**src/rtl/serial_sub_pkg.sv**
```systemverilog
// Shared constants for the bit-serial subtractor: state encodings and default width.
package serial_sub_pkg;

  localparam int unsigned SUB_WIDTH_DEFAULT = 8;

  localparam logic [1:0] ST_IDLE = 2'b00;
  localparam logic [1:0] ST_RUN  = 2'b01;
  localparam logic [1:0] ST_DONE = 2'b10;

endpackage

```
**src/rtl/fs_bit_cell.sv**
```systemverilog
// One-bit full subtractor: d = x - y - bin, bo set when the bit underflows.
module fs_bit_cell (
  input  logic x,
  input  logic y,
  input  logic bin,
  output logic d,
  output logic bo
);

  logic w_xy;

  assign w_xy = x ^ y;
  assign d    = w_xy ^ bin;
  assign bo   = (~x & y) | (~w_xy & bin);

endmodule

```
**src/rtl/serial_subtractor_ctrl.sv**
```systemverilog
// Bit-serial WIDTH-bit subtractor: one full-subtractor cell time-shared LSB first,
// with a start/busy/done handshake around it.
module serial_subtractor_ctrl
  import serial_sub_pkg::*;
#(
  parameter int unsigned WIDTH = SUB_WIDTH_DEFAULT
) (
  input  logic             clk,
  input  logic             rst,
  input  logic             start,
  input  logic [WIDTH-1:0] a,
  input  logic [WIDTH-1:0] b,
  input  logic             bin,
  output logic             busy,
  output logic             done,
  output logic [WIDTH-1:0] diff,
  output logic             borrow_out
);

  localparam int unsigned    CntW    = $clog2(WIDTH) + 1;
  localparam logic [CntW-1:0] CntLast = CntW'(WIDTH - 1);

  logic [1:0]       r_state;
  logic [WIDTH-1:0] r_a_sh;
  logic [WIDTH-1:0] r_b_sh;
  logic [WIDTH-1:0] r_d_sh;
  logic             r_br;
  logic [CntW-1:0]  r_cnt;
  logic [WIDTH-1:0] r_diff;
  logic             r_borrow;

  logic             w_d;
  logic             w_bo;
  logic [WIDTH-1:0] w_d_sh_next;

  fs_bit_cell u_cell (
    .x   (r_a_sh[0]),
    .y   (r_b_sh[0]),
    .bin (r_br),
    .d   (w_d),
    .bo  (w_bo)
  );

  // New bit enters at the MSB; the concatenation keeps WIDTH=1 free of empty slices.
  assign w_d_sh_next = WIDTH'({w_d, r_d_sh} >> 1);

  always_ff @(posedge clk) begin
    if (rst) begin
      r_state  <= ST_IDLE;
      r_a_sh   <= '0;
      r_b_sh   <= '0;
      r_d_sh   <= '0;
      r_br     <= 1'b0;
      r_cnt    <= '0;
      r_diff   <= '0;
      r_borrow <= 1'b0;
    end else begin
      case (r_state)
        ST_IDLE: begin
          if (start) begin
            r_a_sh  <= a;
            r_b_sh  <= b;
            r_br    <= bin;
            r_cnt   <= '0;
            r_state <= ST_RUN;
          end
        end
        ST_RUN: begin
          r_d_sh <= w_d_sh_next;
          r_a_sh <= r_a_sh >> 1;
          r_b_sh <= r_b_sh >> 1;
          r_br   <= w_bo;
          r_cnt  <= r_cnt + CntW'(1);
          if (r_cnt == CntLast) begin
            r_diff   <= w_d_sh_next;
            r_borrow <= w_bo;
            r_state  <= ST_DONE;
          end
        end
        ST_DONE: r_state <= ST_IDLE;
        default: r_state <= ST_IDLE;
      endcase
    end
  end

  assign busy       = (r_state == ST_RUN) || (r_state == ST_DONE);
  assign done       = (r_state == ST_DONE);
  assign diff       = r_diff;
  assign borrow_out = r_borrow;

endmodule

```
**config.mk**
```make
export PLATFORM = sky130hd
export DESIGN_NAME = serial_subtractor_ctrl
export DESIGN_NICKNAME = d
export VERILOG_FILES = /design/src/rtl/serial_sub_pkg.sv /design/src/rtl/fs_bit_cell.sv /design/src/rtl/serial_subtractor_ctrl.sv
export SDC_FILE = /design/constraint.sdc
export NUM_CORES = 1
export LEC_CHECK = 0
export ABC_CLOCK_PERIOD_IN_PS = 1900
export BUFFER_PORTS_ARGS = -buffer_cell sky130_fd_sc_hd__buf_2
export CAP_MARGIN = 30
export CORE_ASPECT_RATIO = 0.6
export CORE_MARGIN = 8
export CORE_UTILIZATION = 35
export CTS_CLUSTER_SIZE = 16
export DETAILED_ROUTE_END_ITERATION = 10
export SYNTH_ARGS = -nofsm -noshare
export SYNTH_HDL_FRONTEND = slang
export SYNTH_SLANG_ARGS = --single-unit
```
**constraint.sdc**
```tcl
create_clock -name clk -period 1.9 [get_ports clk]
set_input_delay 0.095 -clock clk [delete_from_list [all_inputs] [get_ports clk]]
set_output_delay 0.095 -clock clk [all_outputs]
set_load 0.01 [all_outputs]
```
**Word-level counts from Yosys, hierarchy flattened**

Cells that the tools add are included.

- $add $sub $neg: 1
- Eq/ne operators: 5
- Multiplexer cells: 11
- Bitwise operators: 7
- Reductions and logical operators: 6

Operators with widths:

| cell | count |
|---|---|
| $pmux W8 S2 | 2 |
| $mux W8 | 2 |
| $pmux W4 S2 | 1 |
| $reduce_and A2 Y1 | 3 |
| $add A4 B1 Y4 const B | 1 |
| $eq A4 B3 Y1 const B | 1 |
| $mux W2 | 2 |
| $mux W4 | 1 |
| $ne A2 B2 Y1 const B | 2 |
| $pmux W2 S2 | 1 |
| $and A1 B1 Y1 | 2 |
| $eq A2 B1 Y1 const B | 1 |
| $eq A2 B2 Y1 const B | 1 |
| $logic_not A2 Y1 | 1 |
| $not A1 Y1 | 2 |
| $pmux W1 S2 | 1 |
| $reduce_bool A2 Y1 | 1 |
| $xor A1 B1 Y1 | 2 |
| $logic_or A1 B1 Y1 | 1 |
| $mux W1 | 1 |
| $or A1 B1 Y1 | 1 |

- Bits in registers: 40
- Word-level logic and storage cells: 38

**Longest topological paths before layout**

- Depth after elaboration: 5
- Gate-level depth with buffers: 6
- Depth with buffers taken out: 5

**Modules after synthesis**

Synthesis repeated with hierarchy kept, for this count alone.

- Cell total of the unflattened synthesis: 178
- Area, all modules: 1,654.1 sq um

Modules (own cells, without submodules):

| module | instances | cells an instance | area each (sq um) | sequential area each (sq um) |
|---|---|---|---|---|
| serial_subtractor_ctrl | 1 | 174 | 1,622.8 | 780.7 |
| fs_bit_cell | 1 | 4 | 31.3 | 0.0 |

**Least setup slack after synthesis**

Ideal clock, no wire load.

- Path kind: register -> register
- Start: reg r_state[0]
- End: reg r_cnt[3]
- Setup time: 0.074 ns
- Arrival time: 1.421 ns
- Required time: 1.826 ns
- Path slack: 0.405 ns
- Cell stages (with the launch flop): 6
- Cells stage by stage: dfxtp_1 inv_1 ha_1 mux2i_1 or4_1 a31oi_1

- Word-level cells in the longest chain between the ends: 3
- Elaborated cells on any way between the ends: 6
- Classes of those cells: eq/ne (2); mux (1); reduce/logical (3)

Ends and longest elaborated chain:

| what | line | RTL |
|---|---|---|
| start: declaration | serial_subtractor_ctrl.sv:23 | `logic [1:0] r_state;` |
| start signal: assignment | serial_subtractor_ctrl.sv:49 | `r_state <= ST_IDLE;` |
| start signal: assignment | serial_subtractor_ctrl.sv:65 | `r_state <= ST_RUN;` |
| start signal: assignment | serial_subtractor_ctrl.sv:77 | `r_state <= ST_DONE;` |
| $eq A2 B1 Y1 / $logic_not A2 Y1 (equally long branches) | serial_subtractor_ctrl.sv:58 | `case (r_state)` |
| $reduce_bool A2 Y1 (no source line) / $ne A2 B2 Y1 (equally long branches) | - |  |
| $reduce_and A2 Y1 (no source line) | - |  |
| end signal: assignment | serial_subtractor_ctrl.sv:73 | `r_cnt <= r_cnt + CntW'(1);` |
| end: declaration | serial_subtractor_ctrl.sv:28 | `logic [CntW-1:0] r_cnt;` |

Several ways; a longest one is shown, not always the timed one.
A chain may end at the register's enable or synchronous reset.

**Worst setup path after layout**

- Start: reg r_state[1]
- End: reg r_borrow (netlist: borrow_out)

- Word-level cells in the longest chain between the ends: 2

Ends and longest elaborated chain:

| what | line | RTL |
|---|---|---|
| $eq A2 B1 Y1 | serial_subtractor_ctrl.sv:58 |  |
| $reduce_and A2 Y1 (no source line) | - |  |
| end signal: assignment | serial_subtractor_ctrl.sv:76 | `r_borrow <= w_bo;` |
| end: declaration | serial_subtractor_ctrl.sv:30 | `logic r_borrow;` |

Every way passes these cells.

==> results.py <==
metrics = {
    "clocking": {
        "cts_max_level": 2,
        "clock-root-buffer": "clkbuf_8",
        "clock_latency_ns": 0.29,
        "cts_buffers": 5,
        "max-clock-path-buffers": 2,
        "tritoncts": "done",
        "hold_buffers": 0,
        "path_clk_slew_ns": 0.08,
        "clock_sinks": 39,
        "post_cts_buffers": 0,
    },
    "power": {
        "power_switching_w": 0.000455,
        "p_sw_share_pct": 26.2,
        "finalPower_w": 0.00174,
        "p_clk_share_pct": 33.6,
        "internal_power_w": 0.00128,
        "power_density_nw_per_um2": 880,
        "peakVddDrop_mv": 0.419,
        "p_comb_share_pct": 14.9,
        "seqPwrFrac_pct": 51.5,
        "p_leak_nw": 0.787,
    },
    "min_path": {
        "whs_endpoint": "r_a_sh[7]",
        "holdCritPathClass": "primary input to register",
        "worstHoldStart": "a[7]",
        "whs_path_depth": 3,
    },
    "route": {
        "vias": 1321,
        "avgViaCountPerCell": 4.84,
        "wl_met3_um": 147,
        "drt-initial-drc-count": 65,
        "top_layer": "met4",
        "routedWlPerCell_um": 13.1,
        "wl_um": 3590,
        "wl_met2_um": 1350,
        "drc": 0,
        "ant_nets": 0,
        "wl_met1_um": 2050,
        "drt_first_pass_iters": 4,
    },
    "worst_setup_path": {
        "path_cells": "inv_1 -> ha_1 -> buf_4 -> and4b_1 -> nor2_1 -> a211oi_1",
        "r2r-start": "r_state[1]",
        "cp.arrival_ns": 1.87,
        "slowest_delay_ns": 0.44,
        "critPathSlowestCell": "and4b_1",
        "worstPathRequired_ns": 2.10,
        "start_kind": "register",
        "reg2reg_depth": 6,
        "crit_type": "register to register",
        "rrSetupSlack_ns": 0.23,
        "worstSetupEndpointType": "register",
        "worstPathMaxFanout": 10,
        "timing.rr.end": "borrow_out",
    },
    "layout": {
        "drive_gt1_share_pct": 21.4,
        "final_area_um2": 1970,
        "fin_nets": 234,
        "fillCellCount": 476,
        "fin_util_pct": 43.2,
        "syn2layout_area_growth_pct": 19.3,
        "diodes": 0,
    },
    "floorplanning": {
        "start_util_pct": 36.2,
        "core_um2": 4560,
        "ios": 31,
        "die_x_um": 105,
        "dieArea_um2": 7250,
        "dieHeight_um": 69.2,
        "placementRows": 19,
    },
    "timing": {
        "grt_setup_unrepaired": "no",
        "hold_viol": 0,
        "finalSetupViolations": 0,
        "slew_violations": 0,
        "worst_pin_slew_ns": 0.718,
        "fin_crit_sh_pct": 87.7,
        "fin_skew_ns": 0.00600,
        "max_freq_ghz": 0.600,
        "finalWorstSetupSlack_ns": 0.235,
        "slew_headroom_pct": 52.2,
        "setup_tns_ns": 0,
        "fin_crit_ns": 1.67,
    },
    "logic_synthesis": {
        "yosysWarnings": 0,
        "synth-seq-cells": 39,
        "synthDistinctLibCells": 25,
        "yosysSeqAreaShare_pct": 47.2,
        "syn_inst": 177,
        "avgSynthCellArea_um2": 9.34,
        "syn_nets": 202,
        "synth_top_area_share_pct": 47.2,
        "syn-cell-area_um2": 1650,
        "synth_top_cells_by_area": "dfxtp_1 (47%), mux2i_1 (13%), a211oi_1 (8.2%), nor2_1 (5.5%), nand2_1 (4.8%)",
        "yosysTopAreaCell": "dfxtp_1",
    },
    "grt": {
        "grt_max_degree": 40,
        "antenna_found_initial": 0,
        "grt_pass1_wl_um": 5950,
        "grt-ovfl-total": 0,
        "grt_usage_pct": 10.1,
        "grt_pass1_vias": 1247,
    },
    "placement": {
        "place_area_um2": 1870,
        "globalplace.congestion": 0.742,
        "portBuffers": 30,
        "hpwlAfterDp_um": 2500,
        "dp_worst_setup_slack_ns": 0.183,
    },
    "status": {
        "outcome": "completed",
    },
    "job": {
        "cap_violations": 0,
    },
}
==> cell usage after synthesis <==
| library cell | n |
|---|---|
| a211oi_1 | 18 |
| a21oi_1 | 13 |
| a31oi_1 | 2 |
| a32oi_1 | 1 |
| and3b_1 | 1 |
| and4b_1 | 1 |
| buf_2 | 4 |
| buf_4 | 2 |
| clkbuf_1 | 5 |
| dfxtp_1 | 39 |
| fa_1 | 1 |
| ha_1 | 4 |
| inv_1 | 5 |
| mux2_2 | 1 |
| mux2i_1 | 22 |
| nand2_1 | 21 |
| nand3_1 | 4 |
| nand3b_1 | 2 |
| nand4b_1 | 2 |
| nor2_1 | 24 |
| nor2b_1 | 1 |
| o21ai_0 | 1 |
| o21ba_2 | 1 |
| or2b_1 | 1 |
| or4_1 | 1 |
==> layer usage <==
| layer | GRT usage [%] | vias up |
|---|---|---|
| met5 | 0 | - |
| met4 | 3.77 | 0 |
| met3 | 3.62 | 5 |
| met2 | 13.4 | 30 |
| met1 | 14.4 | 604 |
| li1 | - | 682 |
==> repair_timing <==
action | in CTS | in global routing
gates resized for setup | 0 | 1
endpoints found under the setup margin | 0 | 1
hold endpoints to repair | 0 | 0
==> worst max-delay path: cells and delay by family (launching register included) <==
| family | cells | cell delay, ns |
|---|---|---|
| AOI/OAI and AO/OA | 1 | 0.20 |
| adders and majority gates | 1 | 0.25 |
| buffers and inverters | 2 | 0.28 |
| DFF | 1 | 0.33 |
| and+or+nand+nor | 2 | 0.52 |
==> metrics by stage <==
step | std cells | hold WS, ns
4_1_cts | 273 | 0.0695
3_3_place_gp | 265 | 0.373
2_1_floorplan | 177 | 0.259
3_5_place_dp | 265 | 0.381
6_report | 273 | 0.0727
5_1_grt | 273 | 0.0901
==> placed cells by master, fill, tap and decap left out, types with 2 or more instances in the layout <==
master and n:
nor2_1 24, a31oi_1 2, mux2i_1 22, nand3b_1 2, nand3_1 4, buf_4 6
a211oi_1 18, clkbuf_8 6, nand2_1 21, nand4b_1 2, buf_2 30, ha_1 4
a21oi_1 13, inv_1 5, dfxtp_1 39
==> registers in the layout, indices dropped and copies added (netlist names) <==
register    flops
r_cnt           4
r_state         2
borrow_out      1
r_a_sh          8
r_br            1
r_d_sh          7
diff            8
r_b_sh          8
==> logic make-up after synthesis <==
group,share of synthesized area [%]
mux,14.0
fa+ha+maj,4.24
buf+inv,4.39
simple gates,15.8
flops,47.2
compound gates,14.3
==> worst max path at each step <==
stage | endpoint | slack (ns) | cells past startpoint | from
finish | borrow_out | 0.23 | 6 | r_state[1]
global route | borrow_out | 0.02 | 6 | r_state[1]
CTS | r_a_sh[0] | 0.17 | 5 | r_state[1]
detailed placement | r_a_sh[0] | 0.18 | 5 | r_state[1]
global placement | borrow_out | 0.24 | 6 | r_state[1]
floorplan | r_cnt[3] | 0.41 | 5 | r_state[0]
==> area by class of cell <==
class | count | area [um2] | area share (%)
Inverter | 5 | 18.8 | 0.952
Sequential cell | 39 | 781 | 39.6
Tap cell | 63 | 78.8 | 4.00
Clock buffer | 7 | 86.3 | 4.38
Multi-Input combinational cell | 122 | 803 | 40.7
Clock inverter | 1 | 8.76 | 0.444
Timing Repair Buffer | 36 | 195 | 9.90
==> power groups by stage <==
| stage | Sequential (W) | Combinational, W | Clock (W) |
|---|---|---|---|
| after CTS | 0.000893 | 0.000260 | 0.000601 |
| after global placement | 0.000912 | 0.000255 | 0 |
| final | 0.000894 | 0.000259 | 0.000583 |
| after floorplan | 0.000903 | 0.000192 | 0 |
| after detailed placement | 0.000911 | 0.000258 | 0 |
| after global routing | 0.000900 | 0.000292 | 0.000638 |
Note: power is estimated with default switching activity, not from simulation.
